===== src/rtl/cpu_sprite_draw_if.sv =====
// Signal bundle between the CPU decode stage, CPU memory port A, the framebuffer RAM
// and the DXYN sprite drawer. The slave modport is the drawer's view.
interface cpu_sprite_draw_if;
    logic        start;
    logic [5:0]  x;
    logic [4:0]  y;
    logic [3:0]  n;
    logic [11:0] i_addr;
    logic        busy;
    logic        done;
    logic        collision;
    logic        mem_en;
    logic [11:0] mem_addr;
    logic [7:0]  mem_data;
    logic        fb_en;
    logic        fb_we;
    logic [7:0]  fb_addr;
    logic [7:0]  fb_wdata;
    logic [7:0]  fb_rdata;

    modport slave (
        input  start, x, y, n, i_addr, mem_data, fb_rdata,
        output busy, done, collision, mem_en, mem_addr, fb_en, fb_we, fb_addr, fb_wdata
    );

    modport master (
        output start, x, y, n, i_addr, mem_data, fb_rdata,
        input  busy, done, collision, mem_en, mem_addr, fb_en, fb_we, fb_addr, fb_wdata
    );
endinterface


===== src/rtl/cpu_sprite_draw.sv =====
// CHIP-8 DXYN sprite draw engine: fetches N sprite bytes from CPU memory and XORs them into
// the 64x32 framebuffer with collision reporting. Define SPRITE_WRAP_EN for wrap-around drawing.
module cpu_sprite_draw (
    input  logic                   clk,
    input  logic                   reset,
    cpu_sprite_draw_if.slave       io_bus
);

    typedef enum logic [2:0] {
        ST_IDLE  = 3'd0,
        ST_FETCH = 3'd1,
        ST_RD0   = 3'd2,
        ST_WR0   = 3'd3,
        ST_RD1   = 3'd4,
        ST_WR1   = 3'd5,
        ST_DONE  = 3'd6
    } state_t;

    state_t      r_state;
    state_t      w_state_next;

    logic [5:0]  r_x;
    logic [4:0]  r_y;
    logic [3:0]  r_n;
    logic [11:0] r_base;
    logic [3:0]  r_row;
    logic [7:0]  r_sprite;
    logic        r_busy;
    logic        r_done;
    logic        r_collision;

    logic [4:0]  w_pix_row;
    logic [5:0]  w_row_sum;
    logic [2:0]  w_byte0;
    logic [2:0]  w_byte1;
    logic [15:0] w_pair;
    logic [7:0]  w_left;
    logic [7:0]  w_right;
    logic        w_second;
    logic        w_last_row;
    logic        w_row_oob;
    logic        w_row_adv;
    logic        w_hit;

    logic        w_mem_en;
    logic [11:0] w_mem_addr;
    logic        w_fb_en;
    logic        w_fb_we;
    logic [7:0]  w_fb_addr;
    logic [7:0]  w_fb_wdata;

    // The sprite byte shifted right by the pixel offset: the upper half lands in the
    // first framebuffer byte, the lower half spills into the next one.
    function automatic logic [15:0] f_align(input logic [7:0] sprite, input logic [2:0] shift);
        logic [15:0] v;
        v = {sprite, 8'h00} >> shift;
        return v;
    endfunction

    assign w_pix_row  = r_y + {1'b0, r_row};
    assign w_row_sum  = {1'b0, r_y} + {2'b00, r_row} + 6'd1;
    assign w_byte0    = r_x[5:3];
    assign w_byte1    = r_x[5:3] + 3'd1;
    assign w_pair     = f_align(r_sprite, r_x[2:0]);
    assign w_left     = w_pair[15:8];
    assign w_right    = w_pair[7:0];
    assign w_last_row = (({1'b0, r_row} + 5'd1) == {1'b0, r_n});

`ifdef SPRITE_WRAP_EN
    assign w_second  = (r_x[2:0] != 3'd0);
    assign w_row_oob = 1'b0;
`else
    assign w_second  = (r_x[2:0] != 3'd0) && (r_x[5:3] != 3'd7);
    assign w_row_oob = (w_row_sum > 6'd31);
`endif

    // Next-state selection and bus decode from the current state.
    always_comb begin
        w_state_next = r_state;
        w_row_adv    = 1'b0;
        w_hit        = 1'b0;
        w_mem_en     = 1'b0;
        w_mem_addr   = 12'h000;
        w_fb_en      = 1'b0;
        w_fb_we      = 1'b0;
        w_fb_addr    = 8'h00;
        w_fb_wdata   = 8'h00;
        case (r_state)
            ST_IDLE: begin
                if (io_bus.start) begin
                    if (io_bus.n == 4'd0) begin
                        w_state_next = ST_DONE;
                    end else begin
                        w_state_next = ST_FETCH;
                    end
                end else begin
                    w_state_next = ST_IDLE;
                end
            end
            ST_FETCH: begin
                w_mem_en     = 1'b1;
                w_mem_addr   = r_base + {8'h00, r_row};
                w_state_next = ST_RD0;
            end
            ST_RD0: begin
                w_fb_en      = 1'b1;
                w_fb_addr    = {w_pix_row, w_byte0};
                w_state_next = ST_WR0;
            end
            ST_WR0: begin
                w_fb_en    = 1'b1;
                w_fb_we    = 1'b1;
                w_fb_addr  = {w_pix_row, w_byte0};
                w_fb_wdata = io_bus.fb_rdata ^ w_left;
                w_hit      = |(io_bus.fb_rdata & w_left);
                if (w_second) begin
                    w_state_next = ST_RD1;
                end else begin
                    w_row_adv    = 1'b1;
                    w_state_next = (w_last_row || w_row_oob) ? ST_DONE : ST_FETCH;
                end
            end
            ST_RD1: begin
                w_fb_en      = 1'b1;
                w_fb_addr    = {w_pix_row, w_byte1};
                w_state_next = ST_WR1;
            end
            ST_WR1: begin
                w_fb_en      = 1'b1;
                w_fb_we      = 1'b1;
                w_fb_addr    = {w_pix_row, w_byte1};
                w_fb_wdata   = io_bus.fb_rdata ^ w_right;
                w_hit        = |(io_bus.fb_rdata & w_right);
                w_row_adv    = 1'b1;
                w_state_next = (w_last_row || w_row_oob) ? ST_DONE : ST_FETCH;
            end
            ST_DONE: begin
                w_state_next = ST_IDLE;
            end
            default: begin
                w_state_next = ST_IDLE;
            end
        endcase
    end

    // State register.
    always_ff @(posedge clk) begin
        if (reset) begin
            r_state <= ST_IDLE;
        end else begin
            r_state <= w_state_next;
        end
    end

    // Draw context, sprite byte, collision accumulator and status flags.
    always_ff @(posedge clk) begin
        if (reset) begin
            r_x         <= 6'd0;
            r_y         <= 5'd0;
            r_n         <= 4'd0;
            r_base      <= 12'h000;
            r_row       <= 4'd0;
            r_sprite    <= 8'h00;
            r_busy      <= 1'b0;
            r_done      <= 1'b0;
            r_collision <= 1'b0;
        end else begin
            r_busy <= (w_state_next != ST_IDLE) && (w_state_next != ST_DONE);
            r_done <= (w_state_next == ST_DONE);
            case (r_state)
                ST_IDLE: begin
                    if (io_bus.start) begin
                        r_x         <= io_bus.x;
                        r_y         <= io_bus.y;
                        r_n         <= io_bus.n;
                        r_base      <= io_bus.i_addr;
                        r_row       <= 4'd0;
                        r_collision <= 1'b0;
                    end
                end
                ST_RD0: begin
                    r_sprite <= io_bus.mem_data;
                end
                ST_WR0, ST_WR1: begin
                    r_collision <= r_collision | w_hit;
                    if (w_row_adv) begin
                        r_row <= r_row + 4'd1;
                    end
                end
                default: begin
                    r_row <= r_row;
                end
            endcase
        end
    end

    assign io_bus.busy      = r_busy;
    assign io_bus.done      = r_done;
    assign io_bus.collision = r_collision;
    assign io_bus.mem_en    = w_mem_en;
    assign io_bus.mem_addr  = w_mem_addr;
    assign io_bus.fb_en     = w_fb_en;
    assign io_bus.fb_we     = w_fb_we;
    assign io_bus.fb_addr   = w_fb_addr;
    assign io_bus.fb_wdata  = w_fb_wdata;

endmodule


===== src/flat_wrapper.sv =====
// flat-port wrapper written by rule: the top's interface ports become plain ports
module cpu_sprite_draw_flat 
  (clk, reset, io_bus_start, io_bus_x, io_bus_y, io_bus_n, io_bus_i_addr, io_bus_mem_data, io_bus_fb_rdata, io_bus_busy, io_bus_done, io_bus_collision, io_bus_mem_en, io_bus_mem_addr, io_bus_fb_en, io_bus_fb_we, io_bus_fb_addr, io_bus_fb_wdata);
  cpu_sprite_draw_if io_bus_i ();
  input  logic clk;
  input  logic reset;
  input wire logic [$bits(io_bus_i.start)-1:0] io_bus_start;
  input wire logic [$bits(io_bus_i.x)-1:0] io_bus_x;
  input wire logic [$bits(io_bus_i.y)-1:0] io_bus_y;
  input wire logic [$bits(io_bus_i.n)-1:0] io_bus_n;
  input wire logic [$bits(io_bus_i.i_addr)-1:0] io_bus_i_addr;
  input wire logic [$bits(io_bus_i.mem_data)-1:0] io_bus_mem_data;
  input wire logic [$bits(io_bus_i.fb_rdata)-1:0] io_bus_fb_rdata;
  output wire logic [$bits(io_bus_i.busy)-1:0] io_bus_busy;
  output wire logic [$bits(io_bus_i.done)-1:0] io_bus_done;
  output wire logic [$bits(io_bus_i.collision)-1:0] io_bus_collision;
  output wire logic [$bits(io_bus_i.mem_en)-1:0] io_bus_mem_en;
  output wire logic [$bits(io_bus_i.mem_addr)-1:0] io_bus_mem_addr;
  output wire logic [$bits(io_bus_i.fb_en)-1:0] io_bus_fb_en;
  output wire logic [$bits(io_bus_i.fb_we)-1:0] io_bus_fb_we;
  output wire logic [$bits(io_bus_i.fb_addr)-1:0] io_bus_fb_addr;
  output wire logic [$bits(io_bus_i.fb_wdata)-1:0] io_bus_fb_wdata;
  assign io_bus_i.start = io_bus_start;
  assign io_bus_i.x = io_bus_x;
  assign io_bus_i.y = io_bus_y;
  assign io_bus_i.n = io_bus_n;
  assign io_bus_i.i_addr = io_bus_i_addr;
  assign io_bus_i.mem_data = io_bus_mem_data;
  assign io_bus_i.fb_rdata = io_bus_fb_rdata;
  assign io_bus_busy = io_bus_i.busy;
  assign io_bus_done = io_bus_i.done;
  assign io_bus_collision = io_bus_i.collision;
  assign io_bus_mem_en = io_bus_i.mem_en;
  assign io_bus_mem_addr = io_bus_i.mem_addr;
  assign io_bus_fb_en = io_bus_i.fb_en;
  assign io_bus_fb_we = io_bus_i.fb_we;
  assign io_bus_fb_addr = io_bus_i.fb_addr;
  assign io_bus_fb_wdata = io_bus_i.fb_wdata;
  cpu_sprite_draw u_core (.clk(clk), .reset(reset), .io_bus(io_bus_i));
endmodule

===== config.mk =====
export PLATFORM = sky130hd
export DESIGN_NAME = cpu_sprite_draw_flat
export DESIGN_NICKNAME = d
export VERILOG_FILES = /design/src/rtl/cpu_sprite_draw_if.sv /design/src/rtl/cpu_sprite_draw.sv /design/src/flat_wrapper.sv
export SDC_FILE = /design/constraint.sdc
export NUM_CORES = 1
export LEC_CHECK = 0
export ABC_AREA = 1
export CAP_MARGIN = 25
export CORE_MARGIN = 2
export CORE_UTILIZATION = 30
export DETAILED_ROUTE_END_ITERATION = 10
export SKIP_LAST_GASP = 1
export SYNTH_ARGS = -nofsm -noshare
export SYNTH_HDL_FRONTEND = slang
export SYNTH_SLANG_ARGS = --single-unit

===== constraint.sdc =====
create_clock -name clk -period 3.9 [get_ports clk]
set_clock_uncertainty 0.15 [all_clocks]
set_input_delay 0.39 -clock clk [delete_from_list [all_inputs] [get_ports clk]]
set_output_delay 0.39 -clock clk [all_outputs]
set_load 0.05 [all_outputs]

Word level (Yosys, flattened, before mapping)
Index checks and enable logic that the tools add are counted.

Flip-flop bits (word level): 45. Word-level logic and storage cells: 71.

Add/sub/neg operators: 7. Magnitude comparators: 1. Eq/ne operators: 11. Shift-type cells: 1. Multiplexer cells: 19. Bitwise logic cells: 5. Reductions and logical operators: 17.

Operators with widths (number): $pmux W8 S2 (2); $pmux W3 S6 (1); $and A8 B8 Y8 (2); $reduce_or A8 Y1 (2); $shr A16 B3 Y16 (1); $xor A8 B8 Y8 (2); $add A12 B4 Y12 (1); $mux W12 (1); $mux W3 (4); $eq A3 B3 Y1 const B (3); $mux W4 (2); $pmux W4 S2 (1); $add A5 B4 Y6 (1); $add A6 B1 Y6 const B (1); $eq A3 B2 Y1 const B (2); $gt A6 B5 Y1 const B (1); $ne A3 B3 Y1 const B (2); $pmux W1 S2 (3); $reduce_bool A3 Y1 (2); $reduce_or A2 Y1 (3); $add A4 B1 Y5 const B (1); $add A5 B4 Y5 (1); $eq A5 B4 Y1 (1); $mux W1 (5); 14 further kinds (16).

Longest topological paths before layout
Gate-level depths: netlist of the first run.

Word-level depth: 9. Depth in mapped cells: 16.

Worst setup path after synthesis of the first run
OpenSTA, ideal clock, no wires.

Path type: register -> output. Start: reg u_core.r_state[1]. End: out io_bus_mem_addr[10]. Data arrival time: 2.785 ns. Data required time: 3.360 ns. Slack: 0.575 ns. Stages on the path, launching flop included: 6. Buffers on the path: 0. Path through: dfxtp_1 > inv_2 > nand2_1 > nor2_1 > inv_1 > nor3_1.

Cells in the longest elaborated chain, start to end: 2.

RTL lines: from (decl) (RTL line cpu_sprite_draw.sv:19) `state_t r_state;`; from (signal assigned) (RTL line cpu_sprite_draw.sv:151) `r_state <= w_state_next;`; $eq A3 B1 Y1 (RTL line cpu_sprite_draw.sv:88) `case (r_state)`; $mux W12 (RTL line cpu_sprite_draw.sv:88); to (decl) (RTL line flat_wrapper.sv:18) `output wire logic [$bits(io_bus_i.mem_addr)-1:0] io_bus_mem_addr;`.

No other way between the ends.

Worst setup path in the final report of the first run
Start: reg u_core.r_row[0]. End: out io_bus_mem_addr[8].

Cells in the longest elaborated chain, start to end: 2.

RTL lines: from (decl) (RTL line cpu_sprite_draw.sv:26) `logic [3:0] r_row;`; from (signal assigned) (RTL line cpu_sprite_draw.sv:187) `r_row <= r_row + 4'd1;`; from (signal assigned) (RTL line cpu_sprite_draw.sv:191) `r_row <= r_row;`; $add A12 B4 Y12 (RTL line cpu_sprite_draw.sv:102) `w_mem_addr = r_base + {8'h00, r_row};`; $mux W12 (RTL line cpu_sprite_draw.sv:88).

No other way between the ends.

==> results of run 1 <==
[power breakdown]
part / leakage, nW / internal, W / switching (W)
sequential: 0.369 / 0.000525 / 0.0000669
combinational: 1.27 / 0.000232 / 0.000419
clock: 0.0443 / 0.000141 / 0.000152
total: 1.68 / 0.000899 / 0.000638
[per-stage QoR]
step | hold slack, ps | setup slack (ps) | cells | cell area, um^2
5_1_grt | 355 | 73.2 | 690 | 4060
2_1_floorplan | 293 | 575 | 484 | 3060
3_5_place_dp | 314 | 496 | 683 | 3970
6_report | 322 | 333 | 690 | 4060
4_1_cts | 327 | 129 | 690 | 4060
3_3_place_gp | 312 | 586 | 683 | 3970
[logic make-up after synthesis]
group,share of synthesized area (%)
compound gates,16.6
xor+xnor,2.57
buf+inv,8.49
fa+ha+maj,7.43
simple gates,35.5
flops,29.4
[layout by cell type (no fill, tap or decap), types with 15 or more instances in the layout]
| cell type | netlist | layout |
|---|---|---|
| nor3_1 | 15 | 15 |
| nor2_1 | 51 | 51 |
| o21ai_0 | 32 | 32 |
| nand2_1 | 123 | 123 |
| inv_1 | 42 | 42 |
| dfxtp_1 | 45 | 45 |
| nand3_1 | 44 | 44 |
| clkdlybuf4s50_1 | 0 | 78 |
| ha_1 | 15 | 15 |
| a21oi_1 | 48 | 48 |
[worst reg2reg max path: stages, from the launching register on]
cell and delay (ps):
dfxtp_1 520, ha_1 350, a21oi_1 180, o21ai_0 120, nand2_1 70, nand2_1 50, nand2_1 130, nand2_1 110
nand2_1 70, nand3_1 80, nand2_1 140, inv_1 60, nor2_1 90, nor2_1 60
[registers in the layout, summed over array words and instances, names as in the netlist]
register,count
u_core.io_bus.busy,1
u_core.io_bus.collision,1
u_core.io_bus.done,1
u_core.r_base,12
u_core.r_n,4
u_core.r_row,4
u_core.r_sprite,8
u_core.r_state,3
u_core.r_x,6
u_core.r_y,5
[timing repair]
| action | 4_1_cts | 5_1_grt |
|---|---|---|
| gates resized for setup | 0 | 1 |
| endpoints found under the setup margin | 0 | 1 |
| hold buffers | 0 | 0 |
| setup buffers | 0 | 0 |
[worst paths after layout]
check	start	to	slack (ps)	cells past startpoint
setup / recovery	u_core.r_row[0]$_SDFFE_PP0P_	io_bus_mem_addr[8]	330	12
hold / removal	u_core.r_n[2]$_SDFFE_PP0P_	u_core.r_n[2]$_SDFFE_PP0P_	320	2
setup reg to reg	u_core.r_row[2]$_SDFFE_PP0P_	u_core.io_bus.busy$_SDFF_PP0_	1630	13
hold reg to reg	u_core.r_n[2]$_SDFFE_PP0P_	u_core.r_n[2]$_SDFFE_PP0P_	320	2
[synth_stat cells (2+ instances only)]
library cell | count | area share [%]
nand3_1 | 44 | 7.2
inv_2 | 8 | 0.98
a31oi_1 | 7 | 1.4
o21ai_1 | 3 | 0.49
nor2_1 | 51 | 6.2
fa_1 | 2 | 1.3
o21ai_0 | 32 | 5.2
a21oi_1 | 48 | 7.8
nor3_1 | 15 | 2.4
buf_4 | 2 | 0.49
dfxtp_1 | 45 | 29
nand2_1 | 123 | 15
ha_1 | 15 | 6.1
buf_2 | 4 | 0.65
nor3_2 | 3 | 0.98
nand2_2 | 2 | 0.41
nand4_1 | 8 | 1.6
clkbuf_1 | 10 | 1.2
xnor2_1 | 3 | 0.86
inv_1 | 42 | 5.1
nor2_2 | 3 | 0.61
xor2_1 | 6 | 1.7
[cell type report]
cell class,instances,area (um^2),share of cell area [%]
multi-input combinational,373,1900,46.9
inverter,50,188,4.62
sequential,45,901,22.2
tap,133,166,4.10
timing repair buffer,82,816,20.1
clock buffer,7,86.3,2.13
[metal layers]
layer	track usage, %	vias to the layer above	wire length (um)
met5	0	-	0
met2	26.9	101	4050
met4	3.71	0	64
met3	2.74	6	527
met1	20.7	1509	4100
li1	-	1741	-
==> summary.txt, run 1 <==
Crit path required time: 3360 ps
Register area share after synthesis: 29.4%
Via density: 4.87
Final Hold Vio Count: 0
Critical-path maximum fanout: 9
Synth warnings: 0
Top Ports: 80
GRT overflow: 0
Number of global-route vias before repair: 3241
Netlist cell types: 30
H-tree depth: 2
CTS tree: yes
Relative slew slack: 56.0%
Antenna viol nets, final: 0
Pwr/cell area: 379 mW/mm^2
Buf+Inv Stages, Crit Path: 3
Ys async rst share: 0%
Crit path max-delay cell type: clkdlybuf4s50_1
Cell count after synthesis: 484
Total power: 0.00154 W
TNS Setup: 0 ps
Port Buffers: 79
Actual slew at the worst max-slew pin: 659 ps
CP top delay family: buffers and inverters
Syn Area/Cell: 6.33 um^2
Final Max Slew Viols: 0
CP Launch Type: flop
Post-Syn Nets: 547
DRT Wirelength: 8.75 mm
Global-route wire length before repair: 14.6 mm
Clk pin slew, worst setup/hold paths: 80 ps
GPL Wtd Cong: 0.825
Fin crit period: 3570 ps
Post-synth EDFFs: 0
Total Nets Final: 620
1st-iter DRT viols: 160
Final Util: 41.2%
Initial core utilization: 31.1%
Largest net degree at the start of global routing: 32
DPL Wire Length: 6.73 mm
Die width: 105 um
Maximum root-to-sink buffer count: 2
Share of layout cells above drive strength 1: 5.21%
LEAKAGE: 1.68 nW
Full die area: 0.0110 mm^2
Core ar.: 0.00986 mm^2
CP arrival: 3030 ps
Fin crit share: 91.5%
# rows: 36
Via count: 3357
Crit end category: output pin
Synth Cell Area: 0.00306 mm^2
Dominant synthesized flop cell: dfxtp_1
Yosys reg bits: 45
Total GRT Usage: 15.8%
Fmax: 0.280 GHz
Status: finished, final reports clean
# setup viols final: 0
1st-pass router iterations: 4
ANT cells: 0
WL per Instance: 12.7 um
Num CTS Buffers: 5
Area growth from synthesis to layout: 32.5%
Hold Path Class: flop to flop
Initial antenna violation count: 0
Clock Latency Late Sink: 290 ps
VDD IR-drop max: 0.138 mV
DIE HEIGHT: 105 um
DRC: 0
RSZ-0062 raised after global routing: no
Root Buffer: clkbuf_8
CP cell instances: ha_1 -> fa_1 -> nand2_1 -> nand2_1 -> a21oi_1 -> nor2_1 -> inv_1 -> nor3_1 -> nand3_1 -> inv_1 -> nor3_1 -> clkdlybuf4s50_1
Worst path max stage delay: 830 ps
Critical path class: flop to output pin
# fillers: 1035
Clock sink count: 45
MaxCap Viol Count: 0
(Power assumes the default switching activity.)
==> run 2, diff against run 1 <==
Clock period 3.9 ns to 4.1 ns, I/O delays scaled along.
==> run 2 against run 1 <==
Net effect: global-route usage down 0.058 points; first-iteration DRC count down 16%; die area unchanged; combinational power down 4.3%; via count down 0.15%; total power down 4.7%; flip-flop and latch count unchanged; clock power down 5%; core utilization up 0.051 points; critical path type unchanged; highest routed layer unchanged; final cell count up 0.14%; sequential share of layout area about the same.
==> summary.txt, run 2 (same netlist as run 1, synthesis figures left out) <==
Final Hold Vio Count: 0
Top Ports: 80
Antenna viol nets, final: 0
Via count: 3352
Full die area: 0.0110 mm^2
Maximum root-to-sink buffer count: 2
Crit path required time: 3540 ps
Commonest non-fill, non-tap cells in the layout: nand2_1 (123), clkdlybuf4s50_1 (79), nor2_1 (51)
Most common cell after layout, fill and taps aside: nand2_1
PostCTS Resize Cnt: 0
Global-route wire length before repair: 14.5 mm
Status: finished, final reports clean
Actual slew at the worst max-slew pin: 696 ps
Inst Count DP: 684
MaxCap Viol Count: 0
Core ar.: 0.00986 mm^2
CP arrival: 3160 ps
Critical-path maximum fanout: 9
FF-to-FF Start: u_core.r_row[2]$_SDFFE_PP0P_
Worst reg-to-reg setup slack: 1840 ps
CP Launch Type: flop
Final Util: 41.2%
ANT cells: 0
Total GRT Usage: 15.8%
Die width: 105 um
H-tree depth: 2
Initial antenna violation count: 0
Initial core utilization: 31.1%
Share of layout cells above drive strength 1: 5.38%
Num CTS Buffers: 5
VDD IR-drop max: 0.148 mV
Postcts setup bufs: 0
Via density: 4.85
Clk pin slew, worst setup/hold paths: 90 ps
Hold Buf Count CTS: 0
LEAKAGE: 1.67 nW
1st-iter DRT viols: 134
# setup viols final: 0
Fin crit period: 3720 ps
Clock sink count: 45
TNS Setup: 0 ps
Crit end category: output pin
Hold Path Class: flop to flop
DRT Wirelength: 8.73 mm
Area growth from synthesis to layout: 32.7%
Placement Cell Area: 0.00398 mm^2
Total Nets Final: 621
Top flop regs: u_core.r_base: 12 flops, u_core.r_sprite: 8 flops, u_core.r_x: 6 flops
Hold_sp: u_core.r_n[2]$_SDFFE_PP0P_
Number of global-route vias before repair: 3134
DPL Wire Length: 6.77 mm
Max FFs per register: 12
# rows: 36
RSZ-0062 raised after global routing: no
CP startpoint: u_core.r_row[0]$_SDFFE_PP0P_
Final Max Slew Viols: 0
DRC: 0
WL per Instance: 12.6 um
Non-Filler Instances: 691
Fmax: 0.268 GHz
CTS tree: yes
GPL Wtd Cong: 0.845
Fin crit share: 90.9%
Largest net degree at the start of global routing: 27
Fin area: 0.00407 mm^2
GRT overflow: 0
Root Buffer: clkbuf_8
1st-pass router iterations: 4
Relative slew slack: 53.6%
DIE HEIGHT: 105 um
Critical path class: flop to output pin
Clock Latency Late Sink: 290 ps
Biggest register: u_core.r_base
Pwr/cell area: 360 mW/mm^2
Port Buffers: 79
==> run 2: cell count changes in the layout (fill, tap and decap cells not counted) <==
cell / before / now
buf_4: 3 / 4
clkdlybuf4s50_1: 78 / 79
dlymetal6s2s_1: 1 / 0
==> run 2: worst max-delay path: stages (launching register included) <==
cell and delay [ps]:
dfxtp_1 490, ha_1 250, fa_1 220, nand2_1 60, nand2_1 50, a21oi_1 70, nor2_1 140, inv_1 70
nor3_1 250, nand3_1 140, inv_1 100, a21oi_1 60, nor3_1 140, clkdlybuf4s50_1 830
==> run 2: area by class of cell <==
type,instances,area [um^2]
Clock buffer,7,86.3
Fill cell,1044,5800
Inverter,50,188
Multi-Input combinational cell,373,1900
Sequential cell,45,901
Tap cell,133,166
Timing Repair Buffer,83,821
==> run 2: through the flow <==
step | hold WS, ps | power [W] | setup slack [ps]
2_1_floorplan | 293 | 0.00100 | 755
3_3_place_gp | 311 | 0.00119 | 770
3_5_place_dp | 313 | 0.00120 | 678
4_1_cts | 326 | 0.00148 | 336
5_1_grt | 348 | 0.00158 | 3.09
6_report | 319 | 0.00146 | 375
==> run 2: worst paths after layout <==
| path | end | cells past startpoint |
|---|---|---|
| min | u_core.r_n[2]$_SDFFE_PP0P_ | 2 |
| max reg2reg | u_core.io_bus.busy$_SDFF_PP0_ | 13 |
| max | io_bus_mem_addr[10] | 13 |
| min reg2reg | u_core.r_n[2]$_SDFFE_PP0P_ | 2 |
==> run 2: metal layers <==
layer / wire (um) / vias to the layer above / share of wire [%] / GRT usage [%]
met5: 0 / - / 0 / 0
met4: 59 / 0 / 0.68 / 3.62
met3: 486 / 6 / 5.6 / 3.18
met2: 3960 / 101 / 45 / 25.9
met1: 4220 / 1506 / 48 / 21.2
li1: - / 1739 / - / -
==> run 2: where the power goes <==
group	switching [W]	total, W	internal (W)
sequential	0.0000638	0.000563	0.000500
combinational	0.000400	0.000624	0.000224
clock	0.000144	0.000278	0.000134
